File: src/rtl/hazard_pkg.sv
// Shared constants and types for the pipeline hazard controller:
// instruction-type codes, forward-select codes and the stall FSM states.
package hazard_pkg;

  localparam logic [3:0] ALU_REG = 4'd0;
  localparam logic [3:0] ALU_IMM = 4'd1;
  localparam logic [3:0] LOAD    = 4'd2;
  localparam logic [3:0] STORE   = 4'd3;
  localparam logic [3:0] HMOVE   = 4'd10;
  localparam logic [3:0] VMOVE   = 4'd11;

  localparam logic [1:0] FWD_NONE = 2'b00;
  localparam logic [1:0] FWD_MEM  = 2'b01;
  localparam logic [1:0] FWD_WB   = 2'b10;

  typedef enum logic [1:0] {
    ST_RUN       = 2'd0,
    ST_LOAD_WAIT = 2'd1,
    ST_FLUSH     = 2'd2
  } state_e;

  // Types whose Rt feeds the ALU B input as a register operand.
  function automatic logic rt_is_alu_src(input logic [3:0] ty);
    return (ty == ALU_REG) || (ty == HMOVE) || (ty == VMOVE);
  endfunction

endpackage

File: src/rtl/hazard_ctrl_if.sv
// Pipeline-side view of the hazard controller: register indices and write
// enables from ID/EX/MEM/WB in, forward selects and pipeline enables out.
interface hazard_ctrl_if #(
  parameter int REG_W = 4
);
  logic [REG_W-1:0] idRs;
  logic [REG_W-1:0] idRt;
  logic             idUsesRs;
  logic             idUsesRt;
  logic [3:0]       exInstrType;
  logic [REG_W-1:0] exRs;
  logic [REG_W-1:0] exRt;
  logic [REG_W-1:0] exRd;
  logic             exRegWrite;
  logic             exBranchTaken;
  logic [REG_W-1:0] memRd;
  logic             memRegWrite;
  logic [REG_W-1:0] wbRd;
  logic             wbRegWrite;
  logic [1:0]       fwdA;
  logic [1:0]       fwdB;
  logic [1:0]       fwdStore;
  logic             pcWrite;
  logic             ifidWrite;
  logic             idexBubble;
  logic             ifidFlush;
  logic             stallBusy;

  // No valid/ready handshake here: every input is a level sampled each cycle,
  // and every output is a level the pipeline obeys in the same cycle.
  modport master (
    output idRs, idRt, idUsesRs, idUsesRt, exInstrType, exRs, exRt, exRd,
           exRegWrite, exBranchTaken, memRd, memRegWrite, wbRd, wbRegWrite,
    input  fwdA, fwdB, fwdStore, pcWrite, ifidWrite, idexBubble, ifidFlush,
           stallBusy
  );

  modport slave (
    input  idRs, idRt, idUsesRs, idUsesRt, exInstrType, exRs, exRt, exRd,
           exRegWrite, exBranchTaken, memRd, memRegWrite, wbRd, wbRegWrite,
    output fwdA, fwdB, fwdStore, pcWrite, ifidWrite, idexBubble, ifidFlush,
           stallBusy
  );

endinterface

File: src/rtl/fwd_sel.sv
// Forward-source priority for one EX operand: the EX/MEM result beats the
// MEM/WB result, and register 0 is never forwarded.
module fwd_sel
  import hazard_pkg::*;
#(
  parameter int REG_W = 4
) (
  input  logic             i_en,
  input  logic [REG_W-1:0] i_src,
  input  logic [REG_W-1:0] i_mem_rd,
  input  logic             i_mem_we,
  input  logic [REG_W-1:0] i_wb_rd,
  input  logic             i_wb_we,
  output logic [1:0]       o_sel
);

  logic w_mem_hit;
  logic w_wb_hit;

  assign w_mem_hit = i_mem_we && (i_mem_rd != '0) && (i_mem_rd == i_src);
  assign w_wb_hit  = i_wb_we  && (i_wb_rd  != '0) && (i_wb_rd  == i_src);

  always_comb begin
    o_sel = FWD_NONE;
    if (i_en) begin
      if (w_mem_hit)     o_sel = FWD_MEM;
      else if (w_wb_hit) o_sel = FWD_WB;
    end
  end

endmodule

File: src/rtl/hazard_ctrl.sv
// Hazard controller for the 5-stage core: EX operand forwarding, load-use
// stall sequencing and taken-branch flushes.
module hazard_ctrl
  import hazard_pkg::*;
#(
  parameter int REG_W   = 4,
  parameter int MEM_LAT = 2,
  parameter int CNT_W   = 2
) (
  input  logic           clk,
  input  logic           rst,
  hazard_ctrl_if.slave   bus,
  output state_e         o_dbg_state
);

  localparam logic [CNT_W-1:0] LW_CNT = CNT_W'(MEM_LAT - 1);

  state_e           r_state;
  state_e           w_state_nxt;
  logic [CNT_W-1:0] r_cnt;
  logic [CNT_W-1:0] w_cnt_nxt;

  logic w_en_a;
  logic w_en_b;
  logic w_en_s;
  logic w_load_use;

  // Forwarding is forced to the plain ID/EX operands while in reset.
  assign w_en_a = !rst;
  assign w_en_b = !rst && rt_is_alu_src(bus.exInstrType);
  assign w_en_s = !rst && (bus.exInstrType == STORE);

  fwd_sel #(.REG_W(REG_W)) u_fwd_a (
    .i_en(w_en_a), .i_src(bus.exRs),
    .i_mem_rd(bus.memRd), .i_mem_we(bus.memRegWrite),
    .i_wb_rd(bus.wbRd), .i_wb_we(bus.wbRegWrite), .o_sel(bus.fwdA)
  );

  fwd_sel #(.REG_W(REG_W)) u_fwd_b (
    .i_en(w_en_b), .i_src(bus.exRt),
    .i_mem_rd(bus.memRd), .i_mem_we(bus.memRegWrite),
    .i_wb_rd(bus.wbRd), .i_wb_we(bus.wbRegWrite), .o_sel(bus.fwdB)
  );

  fwd_sel #(.REG_W(REG_W)) u_fwd_s (
    .i_en(w_en_s), .i_src(bus.exRt),
    .i_mem_rd(bus.memRd), .i_mem_we(bus.memRegWrite),
    .i_wb_rd(bus.wbRd), .i_wb_we(bus.wbRegWrite), .o_sel(bus.fwdStore)
  );

  assign w_load_use = (bus.exInstrType == LOAD) && bus.exRegWrite &&
                      (bus.exRd != '0) &&
                      ((bus.idUsesRs && (bus.idRs == bus.exRd)) ||
                       (bus.idUsesRt && (bus.idRt == bus.exRd)));

  always_ff @(posedge clk) begin
    if (rst) begin
      r_state <= ST_RUN;
      r_cnt   <= '0;
    end else begin
      r_state <= w_state_nxt;
      r_cnt   <= w_cnt_nxt;
    end
  end

  // The first stall/flush cycle is driven combinationally from RUN, so the
  // registered states only cover the cycles after the detecting one.
  always_comb begin
    w_state_nxt    = r_state;
    w_cnt_nxt      = r_cnt;
    bus.pcWrite    = 1'b1;
    bus.ifidWrite  = 1'b1;
    bus.idexBubble = 1'b0;
    bus.ifidFlush  = 1'b0;
    bus.stallBusy  = 1'b0;
    if (!rst) begin
      case (r_state)
        ST_RUN: begin
          if (bus.exBranchTaken) begin
            bus.ifidFlush  = 1'b1;
            bus.idexBubble = 1'b1;
            w_state_nxt    = ST_FLUSH;
          end else if (w_load_use) begin
            bus.pcWrite    = 1'b0;
            bus.ifidWrite  = 1'b0;
            bus.idexBubble = 1'b1;
            if (MEM_LAT > 1) begin
              w_state_nxt = ST_LOAD_WAIT;
              w_cnt_nxt   = LW_CNT;
            end
          end
        end
        ST_LOAD_WAIT: begin
          bus.stallBusy  = 1'b1;
          bus.pcWrite    = 1'b0;
          bus.ifidWrite  = 1'b0;
          bus.idexBubble = 1'b1;
          // The count is left at zero on the way out; it never wraps.
          if (r_cnt <= CNT_W'(1)) begin
            w_state_nxt = ST_RUN;
            w_cnt_nxt   = '0;
          end else begin
            w_cnt_nxt = r_cnt - CNT_W'(1);
          end
        end
        ST_FLUSH: begin
          bus.stallBusy = 1'b1;
          w_state_nxt   = ST_RUN;
        end
        default: begin
          w_state_nxt = ST_RUN;
          w_cnt_nxt   = '0;
        end
      endcase
    end
  end

  assign o_dbg_state = r_state;

endmodule

File: src/flat_wrapper.sv
// flat-port wrapper written by rule: the top's interface ports become plain ports
module hazard_ctrl_flat import hazard_pkg::*;
#(
  parameter int REG_W   = 4,
  parameter int MEM_LAT = 2,
  parameter int CNT_W   = 2
)
  (clk, rst, o_dbg_state, bus_idRs, bus_idRt, bus_idUsesRs, bus_idUsesRt, bus_exInstrType, bus_exRs, bus_exRt, bus_exRd, bus_exRegWrite, bus_exBranchTaken, bus_memRd, bus_memRegWrite, bus_wbRd, bus_wbRegWrite, bus_fwdA, bus_fwdB, bus_fwdStore, bus_pcWrite, bus_ifidWrite, bus_idexBubble, bus_ifidFlush, bus_stallBusy);
  hazard_ctrl_if #(.REG_W(REG_W)) bus_i ();
  input  logic clk;
  input  logic rst;
  output state_e o_dbg_state;
  input wire logic [$bits(bus_i.idRs)-1:0] bus_idRs;
  input wire logic [$bits(bus_i.idRt)-1:0] bus_idRt;
  input wire logic [$bits(bus_i.idUsesRs)-1:0] bus_idUsesRs;
  input wire logic [$bits(bus_i.idUsesRt)-1:0] bus_idUsesRt;
  input wire logic [$bits(bus_i.exInstrType)-1:0] bus_exInstrType;
  input wire logic [$bits(bus_i.exRs)-1:0] bus_exRs;
  input wire logic [$bits(bus_i.exRt)-1:0] bus_exRt;
  input wire logic [$bits(bus_i.exRd)-1:0] bus_exRd;
  input wire logic [$bits(bus_i.exRegWrite)-1:0] bus_exRegWrite;
  input wire logic [$bits(bus_i.exBranchTaken)-1:0] bus_exBranchTaken;
  input wire logic [$bits(bus_i.memRd)-1:0] bus_memRd;
  input wire logic [$bits(bus_i.memRegWrite)-1:0] bus_memRegWrite;
  input wire logic [$bits(bus_i.wbRd)-1:0] bus_wbRd;
  input wire logic [$bits(bus_i.wbRegWrite)-1:0] bus_wbRegWrite;
  output wire logic [$bits(bus_i.fwdA)-1:0] bus_fwdA;
  output wire logic [$bits(bus_i.fwdB)-1:0] bus_fwdB;
  output wire logic [$bits(bus_i.fwdStore)-1:0] bus_fwdStore;
  output wire logic [$bits(bus_i.pcWrite)-1:0] bus_pcWrite;
  output wire logic [$bits(bus_i.ifidWrite)-1:0] bus_ifidWrite;
  output wire logic [$bits(bus_i.idexBubble)-1:0] bus_idexBubble;
  output wire logic [$bits(bus_i.ifidFlush)-1:0] bus_ifidFlush;
  output wire logic [$bits(bus_i.stallBusy)-1:0] bus_stallBusy;
  assign bus_i.idRs = bus_idRs;
  assign bus_i.idRt = bus_idRt;
  assign bus_i.idUsesRs = bus_idUsesRs;
  assign bus_i.idUsesRt = bus_idUsesRt;
  assign bus_i.exInstrType = bus_exInstrType;
  assign bus_i.exRs = bus_exRs;
  assign bus_i.exRt = bus_exRt;
  assign bus_i.exRd = bus_exRd;
  assign bus_i.exRegWrite = bus_exRegWrite;
  assign bus_i.exBranchTaken = bus_exBranchTaken;
  assign bus_i.memRd = bus_memRd;
  assign bus_i.memRegWrite = bus_memRegWrite;
  assign bus_i.wbRd = bus_wbRd;
  assign bus_i.wbRegWrite = bus_wbRegWrite;
  assign bus_fwdA = bus_i.fwdA;
  assign bus_fwdB = bus_i.fwdB;
  assign bus_fwdStore = bus_i.fwdStore;
  assign bus_pcWrite = bus_i.pcWrite;
  assign bus_ifidWrite = bus_i.ifidWrite;
  assign bus_idexBubble = bus_i.idexBubble;
  assign bus_ifidFlush = bus_i.ifidFlush;
  assign bus_stallBusy = bus_i.stallBusy;
  hazard_ctrl #(.REG_W(REG_W), .MEM_LAT(MEM_LAT), .CNT_W(CNT_W)) u_core (.clk(clk), .rst(rst), .bus(bus_i), .o_dbg_state(o_dbg_state));
endmodule
File: config.mk
export PLATFORM = sky130hd
export DESIGN_NAME = hazard_ctrl_flat
export DESIGN_NICKNAME = d
export VERILOG_FILES = /design/src/rtl/hazard_pkg.sv /design/src/rtl/hazard_ctrl_if.sv /design/src/rtl/fwd_sel.sv /design/src/rtl/hazard_ctrl.sv /design/src/flat_wrapper.sv
export SDC_FILE = /design/constraint.sdc
export NUM_CORES = 1
export LEC_CHECK = 0
export CAP_MARGIN = 20
export CORE_MARGIN = 2
export CORE_UTILIZATION = 35
export CTS_BUF_LIST = sky130_fd_sc_hd__clkbuf_2
export DETAILED_ROUTE_END_ITERATION = 16
export GPL_TIMING_DRIVEN = 0
export PLACE_DENSITY_LB_ADDON = 0.2
export SETUP_SLACK_MARGIN = 0.1
export SYNTH_ARGS = -nofsm -noshare
export SYNTH_HDL_FRONTEND = slang
export SYNTH_SLANG_ARGS = --single-unit
File: constraint.sdc
create_clock -name clk -period 1.5 [get_ports clk]
set_input_delay 0.15 -clock clk [delete_from_list [all_inputs] [get_ports clk]]
set_output_delay 0.15 -clock clk [all_outputs]
set_load 0.02 [all_outputs]
==> reports/qor.csv <==
stage;metric;value;unit
outcome;status;complete, but fails checks;
outcome;failing checks;setup timing;
yosys;Synth Area in Compound Gates;0.202;
final_layout;most common cell after layout, fill and taps aside;buf_4;
yosys;Yosys cell types;31;
yosys;Cells after Synth;93;
global_routing;initial antenna violation count;0;
die;Die Span Y;48.7;um
yosys;flops & latches, synth;4;
sta;Tightest Pin Transition;0.340;ns
critical_path;cell count of the worst reg-to-reg path;6;
route;via/cell ratio;5.22;
yosys;Post-synth ARST share;0;
die;Core Area;1920;um2
critical_path;Critical-path top delay cell;dlygate4sd2_1;
clock_network;clock sinks;4;
clock_network;Reg clk slew, reported paths;0.05;ns
placed_design;dpl cells;172;
critical_path;largest stage delay on the critical path;0.26;ns
yosys;Seq/Total Area, Yosys;0.114;
hold_path;min-delay src;bus_exInstrType[0];
yosys;Synth Area per Inst;7.53;um2
final_layout;Syn-to-layout area delta;117;%
critical_path;CP max FO;3;
power;Max rail drop VDD;0.257;mV
route;Detail Route Antenna Nets;0;
sta;Worst Slack Setup Final;-0.0806;ns
sta;Final Hold Fails;0;
sta;Slew Limit Fails;0;
clock_network;root buf cell;clkbuf_2;
placed_design;GPL Wtd Cong;0.748;
global_routing;first-pass GRT wire length;4640;um
power;pwr dens;403;nW/um2
clock_network;# hold bufs at CTS;0;
sta;hold_ws;0.460;ns
sta;setup skew after layout;0.00201;ns
final_layout;fin cells;189;
critical_path;startpoint class of the critical path;input pin;
placed_design;post-place instance area;1330;um2
clock_network;Worst-Skew Late Latency;0.22;ns
die;Die Width;48.7;um
die;Initial Util;0.365;
yosys;Syn Nets;136;
final_layout;nets;206;
clock_network;Longest Clk Path Bufs;2;
power;Leak Pwr;0.000650;uW
final_layout;most frequent cells in the layout;17 x buf_4, 16 x buf_2, 14 x xor2_1;
critical_path;CP Data Arrival Time;1.43;ns
die;boundary pin count;53;
critical_path;CP dominant cell by count;buf_6;
yosys;area share of fa/ha/maj cells after synthesis;0.0536;
critical_path;sequence of cells on the critical path;dlygate4sd2_1 -> xor2_2 -> nor4_4 -> or2_4 -> a41oi_4 -> buf_6 -> buf_6;
yosys;mux cell area share after synthesis;0;
route;Residual DRC;0;
critical_path;critical path class;input pin to primary output;
critical_path;R2R Setup Slk;0.22;ns
yosys;Synth Area in Simple Gates;0.282;
yosys;Yosys warnings;0;
global_routing;GR Overflow Total;0;
yosys;XOR/XNOR Fraction of Synth Area;0.300;
sta;worst relative slew slack;0.772;
global_routing;GRT Overall Usage;0.256;
route;vias;986;
global_routing;largest net degree at the start of global routing;11;
clock_network;clock buffer count from CTS;3;
job;max-cap viol count;0;
sta;fin crit period;1.58;ns
hold_path;worst min path class;input pin to flop;
final_layout;fin util;0.790;
critical_path;Crit. Startpoint;bus_idRs[3];
placed_design;port bufs;52;
critical_path;Worst EP required;1.35;ns
placed_design;dpl hpwl;1800;um
yosys;Syn Std Cell Area;701;um2
final_layout;diodes inserted;0;
placed_design;Post-Place Setup Slack;-1.02;ns
sta;fmax;0.633;GHz
sta;Final Setup Violations;2;
critical_path;FF-to-FF End;u_core.r_cnt[0]$_SDFFE_PP0P_;
route;DRT Wirelength;2910;um
route;initial DRC count;11;
die;Row Count;16;
sta;RSZ-0062 raised after global routing;yes;
yosys;number of enable flip-flop cells after synthesis;0;
die;DIE AREA;2380;um2
clock_network;Max H-tree Level;1;
global_routing;vias in the first global route;1024;
clock_network;TritonCTS clock tree;done;
yosys;dominant combinational cell family by area after synthesis;XOR/XNOR gates;
yosys;Top FF cell, synth;dfxtp_1;
final_layout;share of layout cells above drive strength 1;0.556;
sta;crit share post-route;1.05;
critical_path;CP endpoint kind;primary output;
route;WL/cell;15.4;um
final_layout;Finished Cell Area;1520;um2
critical_path;worst r2r src;u_core.o_dbg_state[1]$_SDFFE_PP0P_;
critical_path;CP Capture Point;bus_pcWrite;
route;router iterations before antenna repair;6;
[how the worst min path moves through the flow]
stage	end	cells after the start	slack, ns
floorplan	u_core.r_cnt[1]$_SDFFE_PP0P_	3	0.31
global placement	u_core.r_cnt[0]$_SDFFE_PP0P_	2	0.48
detailed placement	u_core.r_cnt[0]$_SDFFE_PP0P_	2	0.49
CTS	u_core.r_cnt[1]$_SDFFE_PP0P_	4	0.50
global route	u_core.r_cnt[1]$_SDFFE_PP0P_	4	0.51
finish	u_core.r_cnt[1]$_SDFFE_PP0P_	4	0.46
[cells by family after synthesis]
kind of cell,count (synthesis)
compound gates,19
xor+xnor,24
fa+ha+maj,3
buf+inv,8
flops,4
simple gates,35
[where the power goes]
| group | switching [uW] | internal [uW] | leakage [uW] |
|---|---|---|---|
| Combinational | 187 | 182 | 0.000600 |
| Clock | 55.8 | 70.5 | 0.0000166 |
| Sequential | 5.76 | 111 | 0.0000340 |
[routing by layer]
layer / GRT usage / share of wire / vias to the layer above
li1: - / - / 466
met1: 0.265 / 0.37 / 457
met2: 0.463 / 0.54 / 48
met3: 0.0525 / 0.058 / 15
met4: 0.162 / 0.035 / 0
met5: 0 / 0 / -
[synth_stat cells (2+ instances only)]
library cell / count / area (um2)
a21oi_1: 3 / 15.0
a31oi_1: 2 / 12.5
dfxtp_1: 4 / 80.1
ha_1: 3 / 37.5
inv_1: 6 / 22.5
nand2_1: 8 / 30.0
nor2_1: 7 / 26.3
nor2b_1: 2 / 12.5
nor3_1: 6 / 30.0
nor4_1: 4 / 25.0
nor4_2: 2 / 25.0
o211ai_1: 2 / 15.0
o21ai_0: 3 / 15.0
o41ai_1: 2 / 17.5
xnor2_1: 4 / 35.0
xor2_1: 20 / 175
[stage by stage]
| step | TNS, ns | total power (uW) |
|---|---|---|
| after floorplan | 0 | 262 |
| after global placement | -8.12 | 424 |
| after detailed placement | -8.42 | 431 |
| after CTS | -0.0826 | 584 |
| after global routing | -0.324 | 643 |
| final | -0.158 | 612 |
[critical path: cells and delay by family]
| family | cells | cell delay, ns |
|---|---|---|
| xor gates and xnor gates | 1 | 0.16 |
| buffers and inverters | 3 | 0.53 |
| AOI/OAI and AO/OA | 1 | 0.14 |
| and+or+nand+nor | 2 | 0.45 |
[flip-flops by register name (all words and copies together), names as in the netlist]
register	cells
u_core.o_dbg_state	2
u_core.r_cnt	2
[repair_timing]
item,CTS,global route
gates resized for setup,171,32
pin swaps,25,19
hold endpoints to repair,0,0
buffers inserted,11,2
gates cloned,0,0
endpoints found under the setup margin,15,11
[area by class of cell]
cell class                 count  area (um2)
sequential                     4        87.6
buffer                         2        25.0
tap                           27        33.8
inverter                       6        30.0
clock buffer                   4        20.0
multi-input combinational     81         807
fill                         142         404
timing repair buffer          65         514
No activity file was read; power rests on OpenSTA's default activity.
